$ cat config.mk
export PLATFORM = sky130hd
export DESIGN_NAME = wb_trace_buffer
export DESIGN_NICKNAME = d
export VERILOG_FILES = /design/src/rtl/wb_trace_buffer.sv
export SDC_FILE = /design/constraint.sdc
export NUM_CORES = 1
export LEC_CHECK = 0
export ABC_CLOCK_PERIOD_IN_PS = 9900
export BUFFER_PORTS_ARGS = -buffer_cell sky130_fd_sc_hd__buf_2
export CORE_MARGIN = 8
export CORE_UTILIZATION = 61
export DETAILED_ROUTE_END_ITERATION = 10
export GPL_TIMING_DRIVEN = 0
export PLACE_DENSITY = 0.76
export SLEW_MARGIN = 15
export SYNTH_ARGS = -nofsm -noshare
export SYNTH_HDL_FRONTEND = slang
export SYNTH_SLANG_ARGS = --single-unit
export TNS_END_PERCENT = 30
$ cat constraint.sdc
create_clock -name Clk -period 9.9 [get_ports Clk]
set_input_delay 1.98 -clock Clk [delete_from_list [all_inputs] [get_ports Clk]]
set_output_delay 1.98 -clock Clk [all_outputs]
set_load 0.005 [all_outputs]
$ cat src/rtl/wb_trace_buffer.sv
// Commit-trace FWFT queue behind the write-back stage; overflow is counted, never stalled.
// Optional per-entry cycle timestamp: define WB_TRACE_TIMESTAMP_EN.
module wb_trace_buffer #(
  parameter int DEPTH = 16,
  parameter int CNTW  = 16
) (
  input  logic                         Clk,
  input  logic                         Reset,
  input  logic                         WBValid,
  input  logic [4:0]                   WBReg,
  input  logic [31:0]                  WBData,
  input  logic [31:0]                  WBPC,
  output logic                         OutValid,
  input  logic                         OutReady,
  output logic [31:0]                  OutPC,
  output logic [4:0]                   OutReg,
  output logic [31:0]                  OutData,
  output logic [31:0]                  OutTS,
  output logic [$clog2(DEPTH+1)-1:0]   Count,
  output logic                         Overflow,
  output logic [CNTW-1:0]              DropCount,
  input  logic                         ClearFlags
);

  localparam int AW = $clog2(DEPTH);
  localparam int CW = $clog2(DEPTH+1);

  logic [31:0] pc_mem   [DEPTH];
  logic [4:0]  reg_mem  [DEPTH];
  logic [31:0] data_mem [DEPTH];

  logic [AW-1:0]   wp_q, wp_d, rp_q, rp_d;
  logic [CW-1:0]   count_q, count_d;
  logic            ovf_q, ovf_d;
  logic [CNTW-1:0] drop_q, drop_d;
  logic            full, push, pop, drop;

  assign full     = (count_q == CW'(DEPTH));
  assign OutValid = (count_q != '0);
  assign pop      = OutValid && OutReady;
  assign push     = WBValid && (!full || pop);
  assign drop     = WBValid && !push;

  always_comb begin
    wp_d    = wp_q;
    rp_d    = rp_q;
    count_d = count_q;
    ovf_d   = ovf_q;
    drop_d  = drop_q;
    if (push) wp_d = wp_q + AW'(1);
    if (pop)  rp_d = rp_q + AW'(1);
    case ({push, pop})
      2'b10:   count_d = count_q + CW'(1);
      2'b01:   count_d = count_q - CW'(1);
      default: count_d = count_q;
    endcase
    // A clear in the same cycle as a drop wins; that drop is not counted.
    if (ClearFlags) begin
      ovf_d  = 1'b0;
      drop_d = '0;
    end else if (drop) begin
      ovf_d = 1'b1;
      if (drop_q != '1) drop_d = drop_q + CNTW'(1);
    end
  end

  always_ff @(posedge Clk) begin
    if (Reset) begin
      wp_q    <= '0;
      rp_q    <= '0;
      count_q <= '0;
      ovf_q   <= 1'b0;
      drop_q  <= '0;
    end else begin
      wp_q    <= wp_d;
      rp_q    <= rp_d;
      count_q <= count_d;
      ovf_q   <= ovf_d;
      drop_q  <= drop_d;
    end
  end

  // Storage is intentionally left uninitialised by reset.
  always_ff @(posedge Clk) begin
    if (push) begin
      pc_mem[wp_q]   <= WBPC;
      reg_mem[wp_q]  <= WBReg;
      data_mem[wp_q] <= WBData;
    end
  end

  assign OutPC     = pc_mem[rp_q];
  assign OutReg    = reg_mem[rp_q];
  assign OutData   = data_mem[rp_q];
  assign Count     = count_q;
  assign Overflow  = ovf_q;
  assign DropCount = drop_q;

`ifdef WB_TRACE_TIMESTAMP_EN
  logic [31:0] ts_mem [DEPTH];
  logic [31:0] ts_q;

  always_ff @(posedge Clk) begin
    if (Reset) ts_q <= '0;
    else       ts_q <= ts_q + 32'd1;
  end

  always_ff @(posedge Clk) begin
    if (push) ts_mem[wp_q] <= ts_q;
  end

  assign OutTS = ts_mem[rp_q];
`else
  assign OutTS = 32'h0;
`endif

endmodule

==> results of run 1 <==
[state kept, by name (all words and copies together) (netlist names), named ones only]
register	count
Count	5
DropCount	16
Overflow	1
data_mem	512
pc_mem	512
reg_mem	80
rp_q	4
wp_q	4
[Yosys cell counts, types with 6 or more instances]
master / number
edfxtp_1: 1104
mux4_2: 345
clkbuf_1: 51
nor2_1: 42
dfxtp_1: 34
buf_4: 32
buf_2: 30
nand2_1: 15
xnor2_1: 13
inv_1: 10
ha_1: 9
nor3_1: 8
xor2_1: 8
a21oi_1: 6
nand4_1: 6
[cells by family after synthesis]
kind of cell / after synthesis / synth area share (%)
flops: 1138 / 78.19
mux: 349 / 18.06
buf+inv: 127 / 1.483
simple gates: 97 / 1.165
compound gates: 22 / 0.3557
xor+xnor: 21 / 0.4251
fa+ha+maj: 10 / 0.3065
other cells: 1 / 0.008667
[worst paths after layout]
| path | slack [ns] | start | endpoint | cells past startpoint |
|---|---|---|---|---|
| max | 3.70 | register | OutPC[12] | 6 |
| max reg2reg | 6.50 | Count[0] | Count[4] | 10 |
| min reg2reg | 0.48 | Overflow | Overflow | 2 |
| min | 0.48 | Overflow | Overflow | 2 |
[power breakdown]
part / leakage [nW] / internal [mW] / switching [mW] / total [mW]
sequential: 10.2 / 5.38 / 0.0427 / 5.43
clock: 1.73 / 2.36 / 1.79 / 4.15
combinational: 4.06 / 1.13 / 1.19 / 2.32
[worst min-delay path: cells and delay by family (launching register included)]
family | cells | cell delay [ns]
DFF | 1 | 0.33
and+or+nand+nor | 1 | 0.08
AOI/OAI and AO/OA | 1 | 0.04
[layout make-up]
class | count | area [um2] | area share (%)
Clock buffer | 121 | 2719 | 5.380
Multi-Input combinational cell | 531 | 9020 | 17.85
Antenna cell | 17 | 42.54 | 0.08418
Clock inverter | 75 | 770.7 | 1.525
Tap cell | 940 | 1176 | 2.327
Timing Repair Buffer | 253 | 2335 | 4.620
Buffer | 117 | 605.6 | 1.198
Inverter | 10 | 37.54 | 0.07427
Sequential cell | 1138 | 33830 | 66.94
[layer usage]
| layer | wire [um] | track usage [%] | vias up |
|---|---|---|---|
| li1 | - | - | 8354 |
| met1 | 38300 | 34.25 | 11280 |
| met2 | 57660 | 47.46 | 1604 |
| met3 | 10530 | 5.154 | 279 |
| met4 | 4138 | 10.33 | 10 |
| met5 | 61 | 0 | - |
[metrics by stage]
stage	utilization, %	hold slack, ns	area, um2	TNS [ns]	setup WS (ns)
6_report	72.04	0.4810	50540	0	3.701
5_1_grt	72.01	0.5306	50510	0	3.697
4_1_cts	71.98	0.4891	50490	0	3.801
3_5_place_dp	67.01	0.4723	47010	0	4.583
3_3_place_gp	64.70	0.4484	45390	-1075.40	-3.938
2_1_floorplan	-	0.4603	43380	0	2.270
==> flow_metrics.tcl, run 1 <==
set metrics [dict create \
    worst-path-buf-inv 4 \
    slew_violations 0 \
    synthArstFlopShare_pct 0 \
    cts.sinks 1138 \
    synthToLayoutAreaGrowth_pct 16.80 \
    leakage_nw 16.03 \
    initial_core_util_pct 61.68 \
    grt_pass1_vias 22572 \
    place_congestion 0.7644 \
    critPathKind "reg2out" \
    die_area_um2 79710 \
    power_density_nw_per_um2 235.5 \
    coreArea_um2 70150 \
    slowest_delay_ns 0.90 \
    synth_area_leaders "edfxtp_1, mux4_2, dfxtp_1" \
    io_buffers 165 \
    clk_root_buffer_cell "clkbuf_16" \
    tightest_slew_ns 1.141 \
    clk_path_buf_depth 3 \
    crit_required_ns 7.92 \
    hold_buffers 0 \
    first_pass_iters 6 \
    drive_gt1_share_pct 37.59 \
    hold_viol_final 0 \
    fillCellCount 3862 \
    worstPathMaxFanout 10 \
    synth_seq_area_share_pct 78.19 \
    synthCells 1765 \
    grt.total_usage_pct 27.27 \
    drc_errors 0 \
    final_common_cell "edfxtp_1" \
    final.min_clock_period_ns 6.199 \
    rsz0062_at_grt "no" \
    synth_flop_cell "edfxtp_1" \
    first_iter_violations 3054 \
    route.vias.total 21527 \
    ant_nets 0 \
    worst_skew_pair.late_latency_ns 0.67 \
    cts_tree "built" \
    fin_cells 3202 \
    final_net_count 2240 \
    skew_ns 0.02276 \
    max-vdd-ir-drop_uv 160.4 \
    p_total_mw 11.90 \
    cts_resized 0 \
    cpLargestDelayFamily "buffers and inverters" \
    synth_area_um2 43270 \
    hpwlAfterDp_um 62910 \
    outcome "complete, no violations" \
    synth.distinct_cells 50 \
    core.rowCount 97 \
    vias_per_cell 6.723 \
    drv_cap 0 \
    worstPathCellList "clkbuf_1, clkbuf_1, buf_1, mux4_2, mux4_2, buf_2" \
    max_freq_mhz 161.3 \
    cp_slowest_cell "clkbuf_1" \
    htreeDepth 3 \
    ios 198 \
    cp-start-kind "register" \
    yosys_warnings 0 \
    clk_pin_slew_worst_paths_ns 0.06 \
    cts_buffers 105 \
    yosysTopAreaCell "edfxtp_1" \
    min_period_over_period_pct 62.62 \
    gr-total-overflow 0 \
    endpoint_kind "primary output" \
    dp_cells 2989 \
    grt_pass1_wl_um 154700 \
    cts_setup_buffers 0 \
    synth_top_area_share_pct 76.62 \
    die_w_um 282.3 \
    die_h_um 282.3 \
    synth_edf_count 1104 \
    grt_start_max_net_pins 20 \
    ys_ff_latch 1138 \
    finalWirelength_um 110700 \
    critical_path_arrival_ns 4.22 \
    max_slew_margin_pct 23.91 \
    setup_viol 0 \
    mostFrequentLayoutCells "edfxtp_1, mux4_2, buf_2" \
    antenna_found_initial 18 \
    hold_path_class "reg2reg" \
    syn_area_per_cell_um2 24.51 \
    wire_per_inst_um 34.57 \
]
Note: power is estimated with default switching activity, not from simulation.
==> run 2: changes to the inputs <==
ABC_CLOCK_PERIOD_IN_PS = 5630   (was 9900)
CORE_UTILIZATION = 55   (was 61)
PLACE_DENSITY = 0.72   (was 0.76)
clock period = 5.63 ns   (was 9.9 ns; I/O delays follow)
==> flow_metrics.tcl, run 2 (synthesis gave the netlist of run 1 again) <==
set metrics [dict create \
    worstPathMaxFanout 10 \
    wl_met1_um 36850 \
    setup_viol 0 \
    htreeDepth 3 \
    clk_pin_slew_worst_paths_ns 0.06 \
    tightest_slew_ns 1.146 \
    die_w_um 296.5 \
    grt_pass1_vias 21382 \
    drv_cap 0 \
    hold_path_class "reg2reg" \
    endpoint_kind "primary output" \
    max_freq_mhz 194.3 \
    worst_skew_pair.late_latency_ns 0.67 \
    die_area_um2 87900 \
    cp-start-kind "register" \
    skew_ns 0.02456 \
    hpwlAfterDp_um 62570 \
    final_net_count 2240 \
    fillCellCount 4910 \
    hold_buffers 0 \
    min_period_over_period_pct 91.44 \
    critical_path_arrival_ns 4.02 \
    switching_share_pct 24.33 \
    mostFrequentLayoutCells "edfxtp_1, mux4_2, buf_2" \
    initial_core_util_pct 55.13 \
    power_density_nw_per_um2 408.7 \
    clk_root_buffer_cell "clkbuf_16" \
    outcome "complete, no violations" \
    route.vias.total 20376 \
    p_int_mw 15.69 \
    gr-total-overflow 0 \
    antenna_found_initial 17 \
    multi_input_area_um2 9032 \
    critPathKind "reg2out" \
    fin_setup_tns_ns 0 \
    ios 198 \
    crit_required_ns 4.50 \
    first_iter_violations 2390 \
    finalWirelength_um 99340 \
    die_h_um 296.5 \
    place_congestion 0.7533 \
    max-vdd-ir-drop_uv 270.2 \
    cts_tree "built" \
    grt.total_usage_pct 22.70 \
    grt_pass1_wl_um 143600 \
    cts.sinks 1138 \
    clk_path_buf_depth 3 \
    reg.largest.list "data_mem (512), pc_mem (512), reg_mem (80)" \
    pre_cts_ws_ns 1.149 \
    io_buffers 165 \
    switching_power_mw 5.045 \
    leakage_nw 16.01 \
    highest_layer "met5" \
    first_pass_iters 5 \
    worst_slack_ns 0.4821 \
    synthToLayoutAreaGrowth_pct 17.25 \
    core.rowCount 103 \
    met2_length_um 52170 \
    vias_per_cell 6.180 \
    rsz0062_at_grt "no" \
    coreArea_um2 78480 \
    sequentialPowerShare_pct 46.0 \
    grt_start_max_net_pins 20 \
    power.share.clock_pct 34.9 \
    final.min_clock_period_ns 5.148 \
    cts_resized 0 \
    dr_wl_met3_um 7648 \
    p_comb_share_pct 19.1 \
    final_common_cell "edfxtp_1" \
    hold_viol_final 0 \
    drive_gt1_share_pct 37.40 \
    wire_per_inst_um 30.13 \
    cts_setup_buffers 0 \
    ff_latch_area_um2 33830 \
    cts_buffers 109 \
    drc_errors 0 \
    slew_violations 0 \
    ant_nets 0 \
    max_slew_margin_pct 23.60 \
]
[run 2: cell types whose count changed in the layout (fill, tap and decap cells not counted), moves of 9 or more]
| cell | change |
|---|---|
| clkinv_1 | -11 |
| clkbuf_16 | +9 |
| clkbuf_1 | +11 |
| buf_4 | -11 |
| buf_8 | +10 |
[run 2: worst paths after layout]
kind | start | slack [ns] | end | depth (start not counted)
max | register | 0.48 | OutData[4] | 6
min | Overflow | 0.47 | Overflow | 2
max reg2reg | Count[0] | 2.30 | Count[4] | 10
min reg2reg | Overflow | 0.47 | Overflow | 2
[run 2: power groups by stage]
stage	combinational, mW	clock, mW	sequential (mW)
5_1_grt	4.23	7.63	9.54
2_1_floorplan	2.65	0	9.72
3_3_place_gp	3.89	0	9.75
3_5_place_dp	4.01	0	9.71
6_report	3.96	7.24	9.53
4_1_cts	4.05	7.32	9.53
[run 2: metrics by stage]
step	cell area, um2	cells	power (mW)	utilization, %	hold WS, ns
2_1_floorplan	43390	1796	12.36	-	0.4603
3_3_place_gp	45530	3011	13.63	58.02	0.4535
3_5_place_dp	47150	3095	13.72	60.08	0.4630
4_1_cts	50710	3288	20.91	64.61	0.4790
5_1_grt	50720	3294	21.40	64.63	0.4935
6_report	50730	3297	20.74	64.64	0.4723
[run 2: per-layer routing]
metal	track usage [%]	vias up
li1	-	8327
met1	28.72	10910
met2	39.62	939
met3	4.790	186
met4	6.981	14
met5	0	-
[run 2: cell type report]
class                           count  area share [%]
Antenna cell                        9         0.04439
Buffer                            117           1.191
Clock buffer                      144           5.986
Clock inverter                     49           1.024
Inverter                           10         0.07399
Multi-Input combinational cell    531           17.80
Sequential cell                  1138           66.69
Tap cell                         1050           2.590
Timing Repair Buffer              249           4.597
[run 2: critical path, cell delays in order, from the launching register on]
cell and delay (ns):
dfxtp_1 0.30, clkbuf_1 0.38, clkbuf_1 0.73, clkbuf_1 0.79, mux4_2 0.41, mux4_2 0.56
buf_2 0.17
==> run 3: changes to the inputs <==
--- a/config.mk
+++ b/config.mk
@@ -12,5 +12,6 @@
 export DETAILED_ROUTE_END_ITERATION = 10
 export GPL_TIMING_DRIVEN = 0
-export PLACE_DENSITY = 0.72
+export HOLD_SLACK_MARGIN = 0.05
+export PLACE_DENSITY_LB_ADDON = 0.15
 export SLEW_MARGIN = 15
 export SYNTH_ARGS = -nofsm -noshare
==> constraint.sdc (replaced) <==
create_clock -name Clk -period 5.63 [get_ports Clk]
set_input_delay 0.8445 -clock Clk [delete_from_list [all_inputs] [get_ports Clk]]
set_output_delay 0.8445 -clock Clk [all_outputs]
set_load 0.005 [all_outputs]
==> flow_metrics.tcl, run 3 (synthesis gave the netlist of run 1 again) <==
set metrics [dict create \
    outcome "complete, no violations" \
    slew_violations 0 \
    drc_errors 0 \
    hpwlAfterDp_um 63330 \
    grt.total_usage_pct 22.86 \
    min_period_over_period_pct 86.58 \
    first_iter_violations 2162 \
    cts_buffers 112 \
    setup_viol 0 \
    rsz0062_at_grt "no" \
    hold_buffers 0 \
    final_common_cell "edfxtp_1" \
    reg.largest.list "data_mem (512), pc_mem (512), reg_mem (80)" \
    power_density_nw_per_um2 410.2 \
    ios 198 \
    synthToLayoutAreaGrowth_pct 17.58 \
    worstPathMaxFanout 10 \
    route.vias.total 20124 \
    die_h_um 296.5 \
    crit-reg2reg-launch "Count[0]" \
    final.min_clock_period_ns 4.874 \
    worst_path_most_repeated_cell "clkbuf_1" \
    die_area_um2 87900 \
    p_total_mw 20.87 \
    coreArea_um2 78480 \
    rr_endpoint "Count[4]" \
    r2r_cells 10 \
    leakage_nw 16.10 \
    worst-path-buf-inv 4 \
    fillCellCount 5040 \
    fin_hold_ws_ns 0.4685 \
    final_net_count 2246 \
    antenna_found_initial 14 \
    finalWirelength_um 99050 \
    wire_per_inst_um 29.97 \
    tightest_slew_ns 1.096 \
    pre_cts_ws_ns 1.412 \
    clk_path_buf_depth 3 \
    initial_core_util_pct 55.13 \
    worstPathCellList "clkbuf_1, clkbuf_1, clkbuf_1, mux4_2, mux4_2, buf_2" \
    ant_nets 0 \
    mostFrequentLayoutCells "edfxtp_1, mux4_2, buf_2" \
    htreeDepth 3 \
    multi_input_area_um2 9032 \
    drv_cap 0 \
    clk_root_buffer_cell "clkbuf_16" \
    io_buffers 165 \
    clk_pin_slew_worst_paths_ns 0.06 \
    slowest_delay_ns 0.80 \
    first_pass_iters 5 \
    max_slew_margin_pct 26.96 \
    max_freq_mhz 205.2 \
    skew_ns 0.01462 \
    cpLargestDelayFamily "buffers and inverters" \
    place_congestion 0.7552 \
    gr-total-overflow 0 \
    crit_required_ns 4.79 \
    whs_path_depth 2 \
    drive_gt1_share_pct 37.42 \
    grt_pass1_wl_um 144800 \
    grt_pass1_vias 21182 \
    vias_per_cell 6.089 \
    grt_start_max_net_pins 21 \
    hold_path_class "in2reg" \
    endpoint_kind "primary output" \
    rrSetupSlack_ns 2.30 \
    ff_latch_area_um2 33830 \
    cts_setup_buffers 0 \
    worst_slack_ns 0.7557 \
    hold_viol_final 0 \
    worst_skew_pair.late_latency_ns 0.66 \
    cp-start-kind "register" \
    die_w_um 296.5 \
    critPathKind "reg2out" \
    cts_tree "built" \
    holdCritStartpoint "Reset" \
    cp_slowest_cell "clkbuf_1" \
    max-vdd-ir-drop_uv 248.9 \
    core.rowCount 103 \
    holdPathEnd "Count[1]" \
    cts.sinks 1138 \
    critical_path_arrival_ns 4.03 \
    cts_resized 0 \
]
## run 3: cell type report
class	count	share of cell area, %
tap	1050	2.582
buffer	117	1.190
multi-input combinational	531	17.75
timing repair buffer	252	4.749
clock buffer	143	5.961
inverter	10	0.07378
sequential	1138	66.50
clock inverter	59	1.163
antenna	5	0.02459
## run 3: how the worst max path moves through the flow
stage / from / end / slack [ns] / cells past startpoint
floorplan: OutReady / data_mem[0][0] / -0.83 / 4
global placement: WBValid / data_mem[0][29] / -7.46 / 5
detailed placement: register / OutPC[31] / 1.41 / 6
CTS: register / OutPC[31] / 0.62 / 6
global route: register / OutPC[31] / 0.60 / 6
finish: register / OutPC[31] / 0.76 / 6
## run 3: power by group
| group | internal [mW] | switching, mW |
|---|---|---|
| combinational | 2.00 | 1.96 |
| sequential | 9.47 | 0.0624 |
| clock | 4.33 | 3.05 |
| total | 15.8 | 5.07 |
## run 3: per-stage QoR
stage               util [%]  cells  setup TNS (ns)  area, um2
finish                 64.82   3305               0      50880
global route           64.82   3303               0      50870
floorplan                  -   1796         -114.87      43390
detailed placement     60.19   3098               0      47240
CTS                    64.80   3300               0      50860
global placement       58.02   3011        -3788.36      45530
## run 3: routing by layer
metal  vias up  track usage, %  wire (um)
li1       8345               -          -
met1     10877           30.64      39010
met2       737           38.91      51120
met3       151           4.514       6689
met4        14           5.820       2140
met5         -               0         80
